[config.mk]
export PLATFORM = sky130hd
export DESIGN_NAME = clusterv_tile_wb_sram_bridge
export DESIGN_NICKNAME = d
export VERILOG_FILES = /design/src/rtl/clusterv_sram_pkg.sv /design/src/rtl/clusterv_tile_wb_sram_bridge.sv
export SDC_FILE = /design/constraint.sdc
export NUM_CORES = 1
export LEC_CHECK = 0
export CAP_MARGIN = 25
export CORE_MARGIN = 1
export CORE_UTILIZATION = 42
export CTS_BUF_LIST = sky130_fd_sc_hd__clkbuf_16
export DETAILED_ROUTE_END_ITERATION = 10
export GPL_TIMING_DRIVEN = 1
export PLACE_DENSITY = 0.86
export SYNTH_ARGS = -nofsm -noshare
export SYNTH_HDL_FRONTEND = slang
export SYNTH_SLANG_ARGS = --single-unit
[constraint.sdc]
create_clock -name clock -period 6.8 [get_ports clock]
set_clock_uncertainty 0.15 [all_clocks]
set_input_delay 2.04 -clock clock [delete_from_list [all_inputs] [get_ports clock]]
set_output_delay 2.04 -clock clock [all_outputs]
set_load 0.02 [all_outputs]
[src/rtl/clusterv_sram_pkg.sv]
// Shared definitions for the tile's bus-to-SRAM bridges.
// Contents:
//   bridge_state_e - access sequencer states (idle, read wait, response dead cycle)
//   byte_lanes()   - number of byte lanes for a given data width
//   window_mask()  - byte-offset mask covering a 2**sram_aw word SRAM window
package clusterv_sram_pkg;

  typedef enum logic [1:0] {
    ST_IDLE    = 2'd0,
    ST_RD_WAIT = 2'd1,
    ST_RESP    = 2'd2
  } bridge_state_e;

  function automatic int byte_lanes(input int data_w);
    return data_w / 8;
  endfunction

  // One word is four bytes, so the window spans 4*2**sram_aw bytes.
  function automatic logic [63:0] window_mask(input int sram_aw);
    return (64'd4 << sram_aw) - 64'd1;
  endfunction

endpackage

[src/rtl/clusterv_tile_wb_sram_bridge.sv]
// Wishbone B4 classic slave in front of the tile's single-port byte-enable SRAM.
// One access is in flight at a time; every bus and SRAM output is a register.
// Ports:
//   clock, reset          - rising-edge clock, asynchronous active-high reset
//   wb_adr_i..wb_sel_i    - Wishbone request (byte address, write data, cyc/stb/we/sel)
//   wb_dat_r_o            - registered read data, held until the next read capture
//   wb_ack_o / wb_err_o   - one-cycle acknowledge / out-of-window error
//   sram_addr..write_data - SRAM request, enables are single-cycle pulses
//   sram_read_data        - SRAM read data, valid RD_LAT cycles after read_en is sampled
module clusterv_tile_wb_sram_bridge
  import clusterv_sram_pkg::*;
#(
  parameter int                  WB_ADR_W  = 32,
  parameter int                  DATA_W    = 32,
  parameter int                  SRAM_AW   = 8,
  parameter logic [WB_ADR_W-1:0] BASE_ADDR = 32'h0000_0000,
  parameter int                  RD_LAT    = 1
) (
  input  logic                  clock,
  input  logic                  reset,
  input  logic [WB_ADR_W-1:0]   wb_adr_i,
  input  logic [DATA_W-1:0]     wb_dat_w_i,
  output logic [DATA_W-1:0]     wb_dat_r_o,
  input  logic                  wb_cyc_i,
  input  logic                  wb_stb_i,
  input  logic                  wb_we_i,
  input  logic [DATA_W/8-1:0]   wb_sel_i,
  output logic                  wb_ack_o,
  output logic                  wb_err_o,
  output logic [SRAM_AW-1:0]    sram_addr,
  output logic                  sram_read_en,
  output logic                  sram_write_en,
  output logic [DATA_W/8-1:0]   sram_byte_en,
  output logic [DATA_W-1:0]     sram_write_data,
  input  logic [DATA_W-1:0]     sram_read_data
);

  localparam int                  NUM_LANES = byte_lanes(DATA_W);
  localparam logic [WB_ADR_W-1:0] WIN_MASK  = WB_ADR_W'(window_mask(SRAM_AW));
  localparam logic [1:0]          LAT_LOAD  = 2'(RD_LAT);

  bridge_state_e        state_r;
  logic [1:0]           cnt_r;
  logic                 req_s;
  logic                 hit_s;
  logic [SRAM_AW-1:0]   word_s;

  assign req_s  = wb_cyc_i & wb_stb_i;
  assign hit_s  = ((wb_adr_i & ~WIN_MASK) == BASE_ADDR);
  assign word_s = wb_adr_i[SRAM_AW+1:2];

  // Access sequencer: accepts a request in IDLE, pulses the SRAM, returns ack/err.
  always_ff @(posedge clock or posedge reset) begin
    if (reset) begin
      state_r         <= ST_IDLE;
      cnt_r           <= 2'd0;
      wb_dat_r_o      <= {DATA_W{1'b0}};
      wb_ack_o        <= 1'b0;
      wb_err_o        <= 1'b0;
      sram_addr       <= {SRAM_AW{1'b0}};
      sram_read_en    <= 1'b0;
      sram_write_en   <= 1'b0;
      sram_byte_en    <= {NUM_LANES{1'b0}};
      sram_write_data <= {DATA_W{1'b0}};
    end else begin
      // Pulses default low; only the accepting/completing edge raises them.
      sram_read_en  <= 1'b0;
      sram_write_en <= 1'b0;
      wb_ack_o      <= 1'b0;
      wb_err_o      <= 1'b0;
      case (state_r)
        ST_IDLE: begin
          if (req_s) begin
            if (!hit_s) begin
              wb_err_o <= 1'b1;
              state_r  <= ST_RESP;
            end else if (wb_we_i) begin
              // A write with no byte selected is acknowledged but never reaches the macro.
              sram_write_en   <= (wb_sel_i != {NUM_LANES{1'b0}});
              sram_byte_en    <= wb_sel_i;
              sram_addr       <= word_s;
              sram_write_data <= wb_dat_w_i;
              wb_ack_o        <= 1'b1;
              state_r         <= ST_RESP;
            end else begin
              sram_read_en <= 1'b1;
              sram_byte_en <= {NUM_LANES{1'b0}};
              sram_addr    <= word_s;
              cnt_r        <= LAT_LOAD;
              state_r      <= ST_RD_WAIT;
            end
          end else begin
            state_r <= ST_IDLE;
          end
        end
        ST_RD_WAIT: begin
          if (!wb_cyc_i) begin
            // Master gave up: drop the pending read without responding.
            cnt_r   <= 2'd0;
            state_r <= ST_IDLE;
          end else if (cnt_r == 2'd0) begin
            wb_dat_r_o <= sram_read_data;
            wb_ack_o   <= 1'b1;
            state_r    <= ST_RESP;
          end else begin
            cnt_r <= cnt_r - 2'd1;
          end
        end
        ST_RESP: begin
          // Dead cycle so a strobe still held high is not taken twice.
          state_r <= ST_IDLE;
        end
        default: begin
          state_r <= ST_IDLE;
        end
      endcase
    end
  end

endmodule
==> flow_summary.json <==
{
  "status": "complete, no violations",
  "gp_congestion": 0.7643,
  "rows": 32,
  "post-route-drc-count": 0,
  "portBuffers": 182,
  "grt_first_pass_wirelength_mm": 13.90,
  "synth_edf_count": 0,
  "regArea_um2": 2102,
  "die_area_um2": 8409,
  "grt_pass1_vias": 2807,
  "synth_most_common_cell": "nand2_1",
  "multi_input_area_um2": 1166,
  "synth_top_family_by_area": "simple AND/OR/NAND/NOR gates",
  "ys_top_cells_by_area": "dfrtp_1 62%, nand2_1 11%, mux2_4 8.9%, mux2_1 4.0%, mux2_2 2.7%",
  "n_fill_cell": 568,
  "p_int_mw": 0.8373,
  "drive_gt1_share_pct": 11.13,
  "clockPowerShare_pct": 45.1,
  "synth.distinct_cells": 32,
  "p_per_area_nw_per_um2": 187.6,
  "synth_flop_cell": "dfrtp_1",
  "rsz0062_at_grt": "no",
  "max-vdd-ir-drop_v": 0.0001258,
  "synthToLayoutAreaGrowth_pct": 65.46,
  "drt_pass1_iterations": 4,
  "vias": 2722,
  "grt_max_degree": 50,
  "cp-end-kind": "flop",
  "finalSetupViolCount": 0,
  "ys_ff_latch": 84,
  "die_w_um": 91.70,
  "io_pins": 185,
  "power.switching_mw": 0.2116,
  "rrSetupSlack_ns": 4.69,
  "finalPower_mw": 1.049,
  "cts_sinks": 84,
  "cts_buffers": 9,
  "whs_endpoint": "wb_dat_r_o[13]$_DFFE_PP0P_",
  "clk_pin_slew_ns": 0.06,
  "cts_resized": 0,
  "fin_crit_ns": 4.040,
  "cts_tree": "built",
  "final.setup.tns_ns": 0,
  "tightest_slew_ns": 0.6008,
  "min_path_type": "flop to flop",
  "p_leak_nw": 2.643,
  "hold_start": "wb_dat_r_o[13]$_DFFE_PP0P_",
  "finalCritPeriodShare_pct": 59.42,
  "wl_per_cell_um": 15.15,
  "worstHoldPathCells": 2,
  "worst_ep_arrival_time_ns": 4.09,
  "cap_violations": 0,
  "synthXorXnorAreaFrac_pct": 0,
  "dp_hpwl_mm": 6.537,
  "fmax_mhz": 247.5,
  "grt_usage_pct": 21.31,
  "switching_share_pct": 20.17,
  "ys_top_cells_by_count": "98 x nand2_1, 84 x dfrtp_1, 20 x mux2_4",
  "drtIter0Drc": 78,
  "startpoint_type": "input port",
  "drv_slew": 0,
  "synth_top_area_share_pct": 62.20,
  "wirelength_mm": 8.622,
  "clock-root-buffer": "clkbuf_16",
  "seq_area_frac_synth_pct": 62.20,
  "seqPwrFrac_pct": 47.8,
  "die_h_um": 91.70,
  "syn_inst": 277,
  "critical_path_class": "input port to flop",
  "synth.area.mux_share_pct": 15.55,
  "post-synth-top-area-cell": "dfrtp_1",
  "synth_compound_area_share_pct": 2.369,
  "routed_via_density": 4.784,
  "clock_latency_ns": 0.32,
  "htreeDepth": 3,
  "hold_viol": 0,
  "ant_nets": 0,
  "start_util_pct": 43.51,
  "num-nets-final": 568,
  "gr-total-overflow": 0,
  "critPathMaxFanout": 33,
  "timing.rr.end": "sram_write_data[26]$_DFFE_PP0P_",
  "antennaDiodeCount": 0,
  "antenna_found_initial": 0,
  "worstPathRequired_ns": 6.85,
  "cts_setup_buffers": 0,
  "cts_hold_buf": 0,
  "clockBufferDepth": 2,
  "pwr-share-comb_pct": 7.1,
  "slew_headroom_pct": 59.90,
  "r2r_cells": 4,
  "yosysWarnings": 0,
  "coreArea_um2": 7767,
  "synth-adder-area-share_pct": 0.3702,
  "syn_area_um2": 3379,
  "reg2reg_from": "state_r[0]$_DFFE_PP0P_",
  "synth_nets": 383,
  "yosys.area_share.simple_pct": 16.18,
  "avgSynthCellArea_um2": 12.20,
  "async_reset_ff_share_pct": 100.0
}
-- stage by stage --
stage                     utilization [%]  setup slack, ns  cells  instance area [um^2]  hold slack [ns]
after CTS                           71.73            2.302    568                  5572           0.3271
after global placement              67.57            2.044    551                  5249           0.3079
final                               71.99            2.760    569                  5592           0.3247
after detailed placement            67.93            1.952    552                  5276           0.3110
after global routing                71.99            2.631    569                  5592           0.3468
after floorplan                         -            2.445    277                  3379           0.3071
-- cells by family after synthesis --
logic type               count (synthesis)
AND/OR/NAND/NOR                        125
flip-flops                              84
multiplexers                            40
buffers and inverters                   16
AO/OA/AOI/OAI                           11
adder cells (fa/ha/maj)                  1
-- sequential cells by signal (all words and copies together) (netlist names), 2 cells and up --
name	flops
wb_dat_r_o	32
sram_write_data	32
sram_byte_en	4
state_r	2
sram_addr	8
cnt_r	2
-- power groups by stage --
| stage | clock network (mW) | logic (mW) | registers (mW) |
|---|---|---|---|
| finish | 0.473 | 0.0748 | 0.501 |
| global route | 0.501 | 0.0808 | 0.501 |
| CTS | 0.480 | 0.0762 | 0.501 |
| detailed placement | 0 | 0.0757 | 0.510 |
| global placement | 0 | 0.0738 | 0.510 |
| floorplan | 0 | 0.0106 | 0.510 |
-- worst max path at each step --
stage | end | slack (ns) | cells past startpoint | start
2_1_floorplan | cnt_r[0]$_DFFE_PP0P_ | 2.44 | 1 | reset
3_3_place_gp | sram_write_data[25]$_DFFE_PP0P_ | 2.04 | 5 | wb_adr_i[23]
3_5_place_dp | sram_write_data[30]$_DFFE_PP0P_ | 1.95 | 5 | wb_adr_i[23]
4_1_cts | sram_write_data[25]$_DFFE_PP0P_ | 2.30 | 5 | wb_adr_i[23]
5_1_grt | sram_write_data[2]$_DFFE_PP0P_ | 2.63 | 6 | wb_cyc_i
6_report | sram_write_data[26]$_DFFE_PP0P_ | 2.76 | 6 | wb_adr_i[23]
-- final cells by class --
class	instances	share of cell area [%]
Multi-Input combinational cell	177	20.85
Tap cell	102	2.282
Inverter	4	0.2909
Sequential cell	84	37.59
Clock buffer	9	4.028
Clock inverter	7	1.253
Timing Repair Buffer	186	33.70
-- placed cells by master (no fill, tap or decap), types with 2 or more instances in the layout --
cell type / count
a22o_1: 4
a31oi_1: 2
and3_1: 2
buf_4: 2
clkbuf_16: 9
clkdlybuf4s50_1: 182
clkinv_4: 2
clkinvlp_4: 2
dfrtp_1: 84
inv_1: 5
mux2_1: 12
mux2_2: 8
mux2_4: 20
nand2_1: 98
nand3_1: 3
nor2_1: 4
nor2b_1: 3
nor4_1: 4
o21ai_0: 2
or4_4: 2
-- critical path, cell delays in order --
cell	delay [ns]
clkdlybuf4s50_1	0.42
or4_4	0.53
nor2_4	0.17
and4_2	0.32
buf_12	0.26
mux2_1	0.35
-- layer usage --
metal | wire [um] | vias up | track usage, %
li1 | - | 1286 | -
met1 | 3552 | 1306 | 25.96
met2 | 4474 | 116 | 38.10
met3 | 443 | 14 | 3.980
met4 | 151 | 0 | 6.901
met5 | 0 | - | 0
Power figures use the tool's default switching activity.
